## src/rtl/core_mem_arbiter.sv

```systemverilog
// rtl/core_mem_arbiter.sv - icache/dcache arbiter for one shared backing-memory port
module core_mem_arbiter #(
   parameter int XLEN     = 32,
   parameter int D_STREAK = 4
) (
   input  logic            clock,
   input  logic            reset,
   input  logic            io_icache_req_valid,
   input  logic [XLEN-1:0] io_icache_req_bits_addr,
   output logic            io_icache_resp_valid,
   output logic [XLEN-1:0] io_icache_resp_bits_data,
   input  logic            io_dcache_abort,
   input  logic            io_dcache_req_valid,
   input  logic [XLEN-1:0] io_dcache_req_bits_addr,
   input  logic [XLEN-1:0] io_dcache_req_bits_data,
   input  logic [3:0]      io_dcache_req_bits_mask,
   output logic            io_dcache_resp_valid,
   output logic [XLEN-1:0] io_dcache_resp_bits_data,
   output logic            io_mem_req_valid,
   input  logic            io_mem_req_ready,
   output logic [XLEN-1:0] io_mem_req_bits_addr,
   output logic [XLEN-1:0] io_mem_req_bits_data,
   output logic [3:0]      io_mem_req_bits_mask,
   input  logic            io_mem_resp_valid,
   input  logic [XLEN-1:0] io_mem_resp_bits_data
);

   localparam int SW = (D_STREAK < 1) ? 1 : $clog2(D_STREAK + 1);
   localparam logic [SW-1:0] STREAK_MAX = SW'(D_STREAK);

   typedef enum logic [2:0] {
      S_IDLE,
      S_D_STAGE,
      S_ISSUE,
      S_WAIT,
      S_RESP
   } state_t;

   state_t          state;
   state_t          state_nxt;
   logic [SW-1:0]   streak;
   logic            owner_d;
   logic [XLEN-1:0] txn_addr;
   logic [XLEN-1:0] txn_data;
   logic [3:0]      txn_mask;
   logic [XLEN-1:0] resp_data;
   logic            d_win;

   // dcache wins unless icache is waiting and dcache has used up its streak
   assign d_win = io_dcache_req_valid &&
                  (!io_icache_req_valid || (streak < STREAK_MAX));

   // state register
   always_ff @(posedge clock or negedge reset) begin
      if (!reset) begin
         state <= S_IDLE;
      end else begin
         state <= state_nxt;
      end
   end

   // next-state and outputs; buses are forced to 0 outside their active state
   always_comb begin
      state_nxt                = state;
      io_mem_req_valid         = 1'b0;
      io_mem_req_bits_addr     = '0;
      io_mem_req_bits_data     = '0;
      io_mem_req_bits_mask     = 4'h0;
      io_icache_resp_valid     = 1'b0;
      io_icache_resp_bits_data = '0;
      io_dcache_resp_valid     = 1'b0;
      io_dcache_resp_bits_data = '0;
      case (state)
         S_IDLE: begin
            if (d_win) begin
               state_nxt = S_D_STAGE;
            end else if (io_icache_req_valid) begin
               state_nxt = S_ISSUE;
            end
         end
         S_D_STAGE: begin
            state_nxt = io_dcache_abort ? S_IDLE : S_ISSUE;
         end
         S_ISSUE: begin
            io_mem_req_valid     = 1'b1;
            io_mem_req_bits_addr = txn_addr;
            io_mem_req_bits_data = txn_data;
            io_mem_req_bits_mask = txn_mask;
            if (io_mem_req_ready) begin
               state_nxt = S_WAIT;
            end
         end
         S_WAIT: begin
            if (io_mem_resp_valid) begin
               state_nxt = S_RESP;
            end
         end
         S_RESP: begin
            if (owner_d) begin
               io_dcache_resp_valid     = 1'b1;
               io_dcache_resp_bits_data = resp_data;
            end else begin
               io_icache_resp_valid     = 1'b1;
               io_icache_resp_bits_data = resp_data;
            end
            state_nxt = S_IDLE;
         end
         default: begin
            state_nxt = S_IDLE;
         end
      endcase
   end

   // transaction latch at grant, streak bookkeeping, response capture
   always_ff @(posedge clock or negedge reset) begin
      if (!reset) begin
         streak    <= '0;
         owner_d   <= 1'b0;
         txn_addr  <= '0;
         txn_data  <= '0;
         txn_mask  <= 4'h0;
         resp_data <= '0;
      end else begin
         if (state == S_IDLE) begin
            if (d_win) begin
               owner_d  <= 1'b1;
               txn_addr <= io_dcache_req_bits_addr;
               txn_data <= io_dcache_req_bits_data;
               txn_mask <= io_dcache_req_bits_mask;
               if (io_icache_req_valid) begin
                  streak <= (streak == STREAK_MAX) ? streak : streak + 1'b1;
               end else begin
                  streak <= '0;
               end
            end else if (io_icache_req_valid) begin
               owner_d  <= 1'b0;
               txn_addr <= io_icache_req_bits_addr;
               txn_data <= '0;
               txn_mask <= 4'h0;
               streak   <= '0;
            end
         end
         // stores acknowledge with zero data; loads pass memory data through untouched
         if ((state == S_WAIT) && io_mem_resp_valid) begin
            resp_data <= (txn_mask != 4'h0) ? '0 : io_mem_resp_bits_data;
         end
      end
   end

endmodule
```

## config.mk

```make
export PLATFORM = sky130hd
export DESIGN_NAME = core_mem_arbiter
export DESIGN_NICKNAME = d
export VERILOG_FILES = /design/src/rtl/core_mem_arbiter.sv
export SDC_FILE = /design/constraint.sdc
export NUM_CORES = 1
export LEC_CHECK = 0
export CORE_MARGIN = 2
export CORE_UTILIZATION = 41
export CTS_BUF_LIST = sky130_fd_sc_hd__clkbuf_8
export CTS_CLUSTER_DIAMETER = 120
export CTS_CLUSTER_SIZE = 40
export DETAILED_ROUTE_END_ITERATION = 12
export GPL_TIMING_DRIVEN = 1
export PLACE_DENSITY = 0.82
export SYNTH_ARGS = -nofsm -noshare
export SYNTH_HDL_FRONTEND = slang
export SYNTH_SLANG_ARGS = --single-unit
```

## constraint.sdc

```tcl
create_clock -name clock -period 2 [get_ports clock]
set_input_delay 0.2 -clock clock [delete_from_list [all_inputs] [get_ports clock]]
set_output_delay 0.2 -clock clock [all_outputs]
set_load 0.01 [all_outputs]
```

==> flow_summary.toml <==
[layout]
drive_gt1_share_pct = 25.1
fin_nets = 861
area_delta_synth_final_pct = 54.4
fin_util_pct = 65.6
antenna_cells = 0
fin_area_sq_mm = 0.00795
stdcell_count = 890

[die]
die_h_um = 116
die_x_um = 116
num_rows = 40
coreArea_sq_mm = 0.0121
fp.dieArea_sq_mm = 0.0135
ios = 274
start_util_pct = 42.5

[power_and_ir_drop]
vdd_drop_max_mv = 0.442
power.switching_mw = 3.59
seq_power_share_pct = 39.1
powerDensity_mw_per_mm2 = 1260
pwr-share-comb_pct = 48.3
power.leakage_nw = 3.75
pwr-share-clk_pct = 12.6
p_sw_share_pct = 35.9
intPower_mw = 6.40
finalPower_mw = 9.99

[synthesis]
synth-seq-area-share_pct = 52.0
yosysUniqueCellTypes = 34
yosysWarnings = 0
synth_fp_nets = 590
synthesis.instances = 449
ys.flop_type = "dfrtp_1"
yosysTopAreaCell = "dfrtp_1"
synth_commonest_cells = "and2_1, dfrtp_1, a22o_1"
netlist_area_sq_mm = 0.00515
synth.area.top_cells = "dfrtp_1, and2_1, a22o_1"
yosysMostFrequentCell = "and2_1"
synth.avg_cell_area_sq_um = 11.5
synth_top_area_share_pct = 52.0
synth_edf_count = 0
ys_async_sr_fraction_pct = 100
ys_ff_latch = 107

[setup_path]
crit_type = "register to primary output"
cp_max_fo = 33
r2r-start = "state[0]"
cp_slowest_cell = "dfrtp_2"
critPathMaxStageDelay_ns = 0.47
setup.worst_path.start_class = "register"
endpoint_kind = "primary output"
arrival_ns = 1.75
crit_path_start = "state[1]"
worstPathCellList = "and4bb_2 -> buf_12 -> and2_1 -> clkdlybuf4s15_1"
required_ns = 1.80

[cts]
h-tree-depth = 3
cts_root_buf = "clkbuf_8"
cts_tree = "yes"
clk_latency_ns = 0.35
clock-sinks = 107
clockBufferDepth = 2
clk_pin_slew_worst_paths_ns = 0.09
cts_inserted_buffers = 9

[detailed_routing]
drt-pass1-iter-count = 5
route.detailed.drc = 0
wl_per_cell_um = 19.1
num_vias = 4784
antenna_left = 0
routed_wl_um = 17000
via_per_inst = 5.38
drt_iter0_markers = 270

[timing]
fin_crit_sh_pct = 97.5
finalHoldViolCount = 0
worst_pin_slew_ns = 1.08
tns_ns = 0
max_freq_mhz = 513
fin_skew_ns = 0.0145
slew_headroom_pct = 27.6
setup_violations = 0
min_period_ns = 1.95
slew_violations = 0

[flow_run]
max_cap_violations = 0

[grt]
grt_max_degree = 108
grt_first_pass_wirelength_um = 25600
antenna_found_initial = 0
grtUsageTotal_pct = 24.5
gr-total-overflow = 0
first_global_vias = 4993

[place]
place_inst = 863
place.gp.congestion = 0.776
placed_cell_area_sq_mm = 0.00812
place_hpwl_um = 11800
port-buffer-count = 273

[worst_hold_path]
hold_path.class = "input pin to asynchronous set/reset pin"

[status]
status = "finished clean"
[per-stage QoR]
step / hold slack [ns] / worst slack, ns
floorplan: -0.0956 / 0.409
global placement: 0.311 / 0.109
detailed placement: 0.314 / 0.0419
CTS: 0.416 / -0.0857
global route: 0.432 / -0.0244
finish: 0.406 / 0.0492
[logic make-up (layout without fill, tap and decap cells)]
group                    Yosys count  after routing  synth area share, %
AO/OA/AOI/OAI                    143            143                 24.2
AND/OR/NAND/NOR                  146            146                 18.6
adder cells (fa/ha/maj)            2              2                0.486
buffers and inverters             51            324                 4.74
flip-flops                       107            107                 52.0
[layout make-up]
| class | instances | area, sq um |
|---|---|---|
| clock inverter | 3 | 42.5 |
| fill | 979 | 4160 |
| tap | 168 | 210 |
| sequential | 107 | 2680 |
| multi-input combinational | 291 | 2280 |
| timing repair buffer | 306 | 2580 |
| clock buffer | 10 | 138 |
| inverter | 5 | 18.8 |
[final timing paths]
kind                                                     to  slack (ns)  cells past startpoint
worst min register to register                  txn_data[2]        0.51                      1
worst max-delay path            io_dcache_resp_bits_data[2]        0.05                      4
worst min-delay path                           resp_data[4]        0.41                      3
min in group clock                              txn_data[2]        0.44                      2
max in group asynchronous                          state[0]        1.10                      3
worst max register to register                 txn_data[14]        0.12                      5
[flip-flops by register name, summed over array words and instances, names as in the netlist]
register and cells:
streak 3, txn_data 32, owner_d 1, txn_addr 32, resp_data 32, state 3, txn_mask 4
[worst max-delay path: cells and delay by family (launching register included)]
family | cells | cell delay [ns]
buf+inv | 2 | 0.42
simple gates | 2 | 0.49
flops | 1 | 0.47
[timing repair]
action / CTS / global route
pin swaps: 2 / 1
buffers inserted: 10 / 1
setup endpoints to repair: 135 / 128
hold buffers: 1 / 0
resized for setup: 420 / 79
endpoints found under the hold margin: 107 / 0
gates cloned: 5 / 1
[power by group through the flow]
stage | clock network (mW) | logic, mW | registers, mW
final | 1.26 | 4.83 | 3.90
after global routing | 1.38 | 5.20 | 4.01
after CTS | 1.30 | 4.98 | 3.88
after detailed placement | 0 | 5.01 | 3.88
after global placement | 0 | 4.83 | 3.85
after floorplan | 0 | 2.80 | 3.63
[cells in the final DEF, fill, tap and decap left out, drive strengths merged]
cell type and n:
a21bo 1, o32a 1, o21ai 2, a21oi 1
nor2b 2, dlygate4sd3 1, clkdlybuf4s15 17, o21a 1
ha 2, a2bb2oi 32, clkinv 1, o31a 1
a22o 69, nor3 2, clkdlybuf4s50 137, a21o 1
and2 132, a31oi 1, dfrtp 107, nor4 1
nand2b 1, clkbuf 33, and4bb 1, nand4b 1
inv 6, nor2 3, bufinv 1, nor4b 1
buf 125, dlygate4sd2 3, a32o 1, or4 1
nand4 1, o32ai 32
[per-layer routing]
metal | global-route usage [%] | part of all wire, % | vias to the layer above
li1 | - | - | 2184
met4 | 6.67 | 1.6 | 0
met5 | 0 | 0 | -
met1 | 30.0 | 40 | 2347
met3 | 6.38 | 8.7 | 24
met2 | 43.0 | 49 | 229
Power figures use the tool's default switching activity.
